## config.mk

```make
export PLATFORM = sky130hd
export DESIGN_NAME = digit_serial_add_sub
export DESIGN_NICKNAME = d
export VERILOG_FILES = /design/src/rtl/digit_serial_add_sub.sv
export SDC_FILE = /design/constraint.sdc
export NUM_CORES = 1
export LEC_CHECK = 0
export CORE_MARGIN = 2
export CORE_UTILIZATION = 40
export DETAILED_ROUTE_END_ITERATION = 6
export DONT_BUFFER_PORTS = 1
export GPL_ROUTABILITY_DRIVEN = 1
export SYNTH_ARGS = -nofsm -noshare
export SYNTH_HDL_FRONTEND = slang
export SYNTH_SLANG_ARGS = --single-unit
export TNS_END_PERCENT = 50
```

## constraint.sdc

```tcl
create_clock -name clk -period 1.85 [get_ports clk]
set_clock_uncertainty 0.05 [all_clocks]
set_input_delay 0.185 -clock clk [delete_from_list [all_inputs] [get_ports clk]]
set_output_delay 0.185 -clock clk [all_outputs]
set_load 0.01 [all_outputs]
```

## src/rtl/digit_serial_add_sub.sv

```systemverilog
// Digit-serial two's-complement adder/subtractor, DIGIT bits per RUN cycle.
// Define ADDSUB_SAT_EN to saturate S on signed overflow.
module digit_serial_add_sub #(
    parameter int WIDTH = 16,
    parameter int DIGIT = 4
) (
    input  logic             clk,
    input  logic             rst_n,
    input  logic             in_valid,
    output logic             in_ready,
    input  logic [WIDTH-1:0] A,
    input  logic [WIDTH-1:0] B,
    input  logic             M,
    output logic             out_valid,
    input  logic             out_ready,
    output logic [WIDTH-1:0] S,
    output logic             Cout,
    output logic             V,
    output logic             Z,
    output logic             N
);

    localparam int NDIG = WIDTH / DIGIT;
    localparam int CW = (NDIG > 1) ? $clog2(NDIG) : 1;
    localparam logic [CW-1:0] LAST = CW'(NDIG - 1);

    if (WIDTH < 2 || DIGIT < 1 || DIGIT > WIDTH || (WIDTH % DIGIT) != 0) begin : g_bad
        $error("digit_serial_add_sub: illegal WIDTH/DIGIT");
    end

    typedef enum logic [1:0] {IDLE, RUN, DONE} state_t;

    state_t           state, state_nx;
    logic [WIDTH-1:0] a_sh, b_sh, acc, acc_nx, d_ext, s_fin;
    logic [DIGIT-1:0] a_d, b_d;
    logic [DIGIT:0]   dsum;
    logic [CW-1:0]    cnt;
    logic             carry, last, c_msb, v_fin;

    assign a_d   = a_sh[DIGIT-1:0];
    assign b_d   = b_sh[DIGIT-1:0];
    assign dsum  = {1'b0, a_d} + {1'b0, b_d} + {{DIGIT{1'b0}}, carry};
    assign last  = (cnt == LAST);
    // Carry into the top bit of the current digit, recovered from its sum bit.
    assign c_msb = dsum[DIGIT-1] ^ a_d[DIGIT-1] ^ b_d[DIGIT-1];
    assign v_fin = c_msb ^ dsum[DIGIT];

    // Sum digits enter at the top and shift down, landing at counter*DIGIT.
    assign d_ext  = WIDTH'(dsum[DIGIT-1:0]);
    assign acc_nx = (acc >> DIGIT) | (d_ext << (WIDTH - DIGIT));

`ifdef ADDSUB_SAT_EN
    always_comb begin
        s_fin = acc_nx;
        if (v_fin) begin
            s_fin = a_d[DIGIT-1] ? {1'b1, {(WIDTH-1){1'b0}}}
                                 : {1'b0, {(WIDTH-1){1'b1}}};
        end
    end
`else
    assign s_fin = acc_nx;
`endif

    assign in_ready  = (state == IDLE);
    assign out_valid = (state == DONE);

    always_ff @(posedge clk or negedge rst_n) begin
        if (!rst_n) state <= IDLE;
        else        state <= state_nx;
    end

    always_comb begin
        state_nx = state;
        unique case (state)
            IDLE:    if (in_valid)  state_nx = RUN;
            RUN:     if (last)      state_nx = DONE;
            DONE:    if (out_ready) state_nx = IDLE;
            default: state_nx = IDLE;
        endcase
    end

    always_ff @(posedge clk or negedge rst_n) begin
        if (!rst_n) begin
            a_sh  <= '0;
            b_sh  <= '0;
            acc   <= '0;
            carry <= 1'b0;
            cnt   <= '0;
            S     <= '0;
            Cout  <= 1'b0;
            V     <= 1'b0;
            Z     <= 1'b0;
            N     <= 1'b0;
        end else if (state == IDLE) begin
            if (in_valid) begin
                a_sh  <= A;
                b_sh  <= B ^ {WIDTH{M}};
                acc   <= '0;
                carry <= M;
                cnt   <= '0;
            end
        end else if (state == RUN) begin
            a_sh  <= a_sh >> DIGIT;
            b_sh  <= b_sh >> DIGIT;
            acc   <= acc_nx;
            carry <= dsum[DIGIT];
            cnt   <= cnt + 1'b1;
            if (last) begin
                S    <= s_fin;
                Cout <= dsum[DIGIT];
                V    <= v_fin;
                Z    <= ~|s_fin;
                N    <= s_fin[WIDTH-1];
            end
        end
    end

endmodule

```

---- Yosys cells after proc, flatten, opt, wreduce, memory -nomap -nowiden ----
Cells that the tools add are included.
cells by class
  bitwise gates (word level) .............. 6
  add/subtract/negate cells ............... 3
  mux-type cells .......................... 19
  reduce and logical (&&, ||, !) cells .... 7
  eq/ne operators ......................... 6
operator list
  cell                                                    count
  two-way mux 16 bit                                      9
  bitwise OR 12 x 16 -> 16 bit                            1
  OR reduction 16 bit                                     1
  XOR 16 bit                                              1
  two-way mux 2 bit                                       6
  case mux 2 bit (3 select lines)                         1
  AND reduction 3 bit                                     2
  adder 4 x 4 -> 5 bit                                    1
  adder 5 x 1 -> 5 bit                                    1
  equality test 2 bit (second input constant)             2
  inequality test 2 bit (second input constant)           2
  two-way mux 1 bit                                       3
  XOR 1 bit                                               3
  adder 2 x 1 -> 2 bit (second input constant)            1
  equality test 2 x 1 -> 1 bit (second input constant)    1
  zero test 2 bit                                         1
  inequality test 2 x 1 -> 1 bit (second input constant)  1
  AND reduction 2 bit                                     1
  nonzero test 2 bit                                      1
  zero test 1 bit                                         1
  NOT 1 bit                                               1
storage, ports and cells
  register bits after elaboration ......... 73
  output and inout bits ................... 22

---- Depth between registers and ports, before layout ----
  depth after elaboration ................. 5
  depth in mapped cells ................... 8
  mapped depth without buffers ............ 8

---- Worst setup path after synthesis ----
OpenSTA, ideal clock, no wires.
  kind .................................... register to register
  from .................................... register a_sh[0]
  to ...................................... register Z
  period minus slack after synthesis ...... 1.973 ns
  path slack .............................. -0.123 ns
  data required time ...................... 1.708 ns
  buffers on the path ..................... 0
  stages on the path, launching flop included .. 8
  arrival ................................. 1.832 ns
  cell sequence ........................... dfrtp_1 inv_1 fa_1 inv_1 fa_1 nor4_1 nand4_1 o31ai_2
between the ends
  word-level cells in the longest chain between the ends .. 5
RTL lines
  element                       line  text
  start, declared               34    logic [WIDTH-1:0] a_sh, b_sh, acc, acc_nx, d_ext, s_fin;
  start signal, assigned        103   a_sh <= a_sh >> DIGIT;
  adder 4 x 4 -> 5 bit          42    assign dsum = {1'b0, a_d} + {1'b0, b_d} + {{DIGIT{1'b0}}, carry};
  adder 5 x 1 -> 5 bit          42
  bitwise OR 12 x 16 -> 16 bit  50    assign acc_nx = (acc >> DIGIT) | (d_ext << (WIDTH - DIGIT));
  net acc_nx[13]                34
  OR reduction 16 bit           112   Z <= ~|s_fin;
  zero test 1 bit               112
  end signal, assigned          112
  end, declared                 19    output logic Z,
The timed path passes the listed nets, and every way through them passes these cells.
A chain may end at the register's enable or synchronous reset.

---- Worst setup path in the final report ----
  from .................................... register a_sh[0]
  to ...................................... register V
between the ends
  word-level cells in the longest chain between the ends .. 5
RTL lines
  element                  line  text
  adder 4 x 4 -> 5 bit *   42
  adder 5 x 1 -> 5 bit *   42
  XOR 1 bit (2 in series)  45    assign c_msb = dsum[DIGIT-1] ^ a_d[DIGIT-1] ^ b_d[DIGIT-1];
  XOR 1 bit *              46    assign v_fin = c_msb ^ dsum[DIGIT];
  end signal, assigned     111   V <= v_fin;
  end, declared            18    output logic V,
Mark *: on every way between the ends. The rest lies on a longest branch, timed or not.

==> key figures <==
Logic synthesis
  – Most numerous cell in the Yosys netlist: dfrtp_1
  – Mapped Area: 0.00318 sq mm
  – Area contributors post-synth: dfrtp_1 54%, o22ai_1 7.3%, mux2_2 5.0%
  – Syn Inst Count: 296
  – Post-synth top area share: 0.535
  – Post-synthesis async set-or-reset flop share: 1.00
  – Syn nets: 339
  – Synth area leader: dfrtp_1
  – Top cells by count, synth: 68 x dfrtp_1, 37 x o22ai_1, 31 x a21oi_1
  – Seq cells post-synth: 68
  – Ys flop type: dfrtp_1
  – Number of flops mapped to enable cells by yosys: 0
  – Post-synthesis average cell area: 10.7 sq um
  – Dominant combinational cell family by area after synthesis: compound AO/OA/AOI/OAI gates
  – Compound-cell area share of the yosys netlist: 0.222
  – Post-synthesis xor/xnor area fraction: 0.0496
  – Synth Area in Adders: 0.0283
  – Seq/Total Area, Yosys: 0.535
  – Synthesis Warnings: 0
  – Post-Synth Simple-Gate Area: 0.0756
  – Count of cell types in the netlist: 40
  – Mux share of post-synthesis cell area: 0.0496

Setup path
  – Delay-heaviest family, CP: compound AO/OA/AOI/OAI gates
  – Critical path arrival: 2.18 ns
  – Setup crit end: V
  – WP depth: 8
  – Worst path cell trace: inv_2 > fa_2 > inv_2 > fa_2 > a21o_2 > a211oi_2 > a211oi_1 > o31ai_1
  – Critical path buffers and inverters: 2
  – Worst r2r src: a_sh[0]
  – CP max-delay cell: dfrtp_1
  – Worst setup path start: a_sh[0]
  – Reg2reg setup slack: -0.12 ns
  – Worst path max stage delay: 0.40 ns
  – Req. time, crit path: 2.06 ns
  – CP Class: reg -> reg
  – FF-to-FF path depth: 8
  – FF-to-FF End: V
  – Setup crit end kind: flop
  – Highest net fanout along the worst path: 3
  – Crit start category: flop

Finish
  – Multi-input gate area: 0.00142 sq mm
  – Finished Cell Area: 0.00395 sq mm
  – Ant diodes: 0
  – Area growth, synth to finish: 24.1%
  – Final Util: 0.511
  – Non-Filler Instances: 441
  – Share of cells above drive strength 1: 0.242
  – Fillers: 699
  – Sequential Area: 0.00170 sq mm
  – Nets: 377

STA
  – Unrepaired setup endpoints after global routing: yes
  – Final setup viols: 4
  – Period minus WS final: 1.97 ns
  – Fin crit share: 1.06
  – Worst slew margin: 0.656
  – Fmax: 508 MHz
  – Post-Route Setup TNS: -0.262 ns
  – Worst-margin pin slew: 0.515 ns
  – Setup ws final: -0.119 ns
  – Slew Viols, Final: 0
  – Fin. Hold Viols: 0

Pwr
  – Share of power burned in registers: 0.353
  – Clock power frac: 0.179
  – Internal power: 0.00491 W
  – Lkg Pwr: 1.72 nW
  – Cell Pwr Density: 2020 mW/mm^2
  – Sw Pwr: 0.00306 W
  – Combinational share of power: 0.468
  – Max VDD drop: 0.892 mV
  – Switching Fraction: 0.384

Floorplanning
  – Die area: 0.00868 sq mm
  – DIE WIDTH: 93.2 um
  – Initial core utilization: 0.411
  – Top Ports: 59
  – Core area: 0.00773 sq mm
  – Die Y: 93.2 um
  – Num rows: 32

Drt
  – Routed wire length: 7.70 mm
  – Via count: 2459
  – Vias per cell: 5.58
  – ANT nets after route: 0
  – 1st-iter DRT viols: 101
  – Drt drc: 0
  – WL/cell: 17.5 um
  – TritonRoute pass-1 iters: 4

Clock network
  – Num Clock Sinks: 68
  – Clk root buf: clkbuf_8
  – CTS tree: yes
  – Clock buffer depth: 2
  – Worst skew pair latency: 0.35 ns
  – Clock transition at the registers of the reported paths: 0.08 ns
  – CTS buffer count: 9
  – H-tree depth: 3

Place
  – Cell area after placement: 0.00348 sq mm
  – Placed cells: 409
  – Post-detail-place hpwl: 5.09 mm
  – Setup WS pre-CTS: -0.155 ns
  – Global placement routability congestion: 0.757
  – # port buffers: 0

Global route
  – Initial antenna violation count: 0
  – GRT overflow: 0
  – GR Util All Layers: 0.192
  – Largest net degree at the start of global routing: 69
  – Number of global-route vias before repair: 2528
  – First-pass GRT wire length: 12.9 mm

Run status
  – Status: finished with violations
  – Failing checks: negative setup slack

Job
  – Max cap viols: 0

Min path
  – HP Class: in -> reg
==> power by group through the flow <==
stage	Sequential (W)	Combinational, W	Clock [W]
2_1_floorplan	0.00264	0.00228	0
3_3_place_gp	0.00281	0.00329	0
3_5_place_dp	0.00282	0.00338	0
4_1_cts	0.00281	0.00355	0.00145
5_1_grt	0.00291	0.00416	0.00150
6_report	0.00281	0.00373	0.00143
==> cell usage in the layout (no fill, tap or decap), drive strengths merged, types with 2 or more instances in the layout <==
cell type | Yosys | layout
bufinv | 0 | 2
nor4 | 2 | 2
o21ai | 16 | 16
nor2 | 13 | 13
clkbuf | 7 | 9
o22ai | 37 | 37
nand2 | 18 | 18
a211oi | 2 | 2
xnor2 | 9 | 9
inv | 9 | 12
a22o | 15 | 15
mux2 | 14 | 14
fa | 2 | 2
xor2 | 9 | 9
nor2b | 6 | 6
a21oi | 31 | 31
a21o | 2 | 2
a21boi | 2 | 2
o31ai | 3 | 3
dfrtp | 68 | 68
dlygate4sd3 | 0 | 14
nand3 | 2 | 2
clkinv | 0 | 2
buf | 13 | 33
and2 | 2 | 2
ha | 4 | 4
==> logic make-up after synthesis <==
| kind of cell | after synthesis |
|---|---|
| DFF | 68 |
| xor gates and xnor gates | 18 |
| and+or+nand+nor | 49 |
| AOI/OAI and AO/OA | 112 |
| adders and majority gates | 6 |
| muxes | 14 |
| buffers and inverters | 29 |
==> routing by layer <==
metal,vias to the layer above,wire length [um],track usage
li1,1156,-,-
met1,1222,3360,0.246
met2,76,3790,0.315
met3,5,500,0.0580
met4,0,55,0.0551
met5,-,0,0
==> stage by stage <==
step                      total power [W]  hold WS, ns
after global placement            0.00609       -0.159
final                             0.00797       0.0103
after floorplan                   0.00492       -0.161
after CTS                         0.00781     0.000978
after detailed placement          0.00621       -0.159
after global routing              0.00857       0.0120
==> repair_timing <==
action | in CTS | in global routing
endpoints found under the setup margin | 6 | 10
pin swaps | 6 | 2
hold buffers | 15 | 0
hold endpoints to repair | 83 | 0
gates resized for setup | 6 | 9
setup buffers | 1 | 0
==> state kept, by name, indices dropped and copies added (netlist names), 2 cells and up <==
name   count
S         15
a_sh      16
acc       12
b_sh      16
cnt        2
state      2
==> layout make-up <==
cell class / instances / share of cell area
clock inverters: 7 / 0.0269
flip-flops and latches: 68 / 0.432
inverters: 9 / 0.00856
repair buffers: 47 / 0.111
well taps: 102 / 0.0323
multi-input cells: 199 / 0.359
clock buffers: 9 / 0.0314
==> worst min path at each step <==
stage / from / end / slack, ns / cells past startpoint
global placement: rst_n / S[7] / -0.16 / 0
finish: A[4] / a_sh[4] / 0.01 / 2
global route: in_valid / a_sh[3] / 0.01 / 2
CTS: in_valid / a_sh[12] / 0.001 / 3
floorplan: rst_n / Cout / -0.16 / 0
detailed placement: rst_n / S[3] / -0.16 / 0
Note: power is estimated with default switching activity, not from simulation.
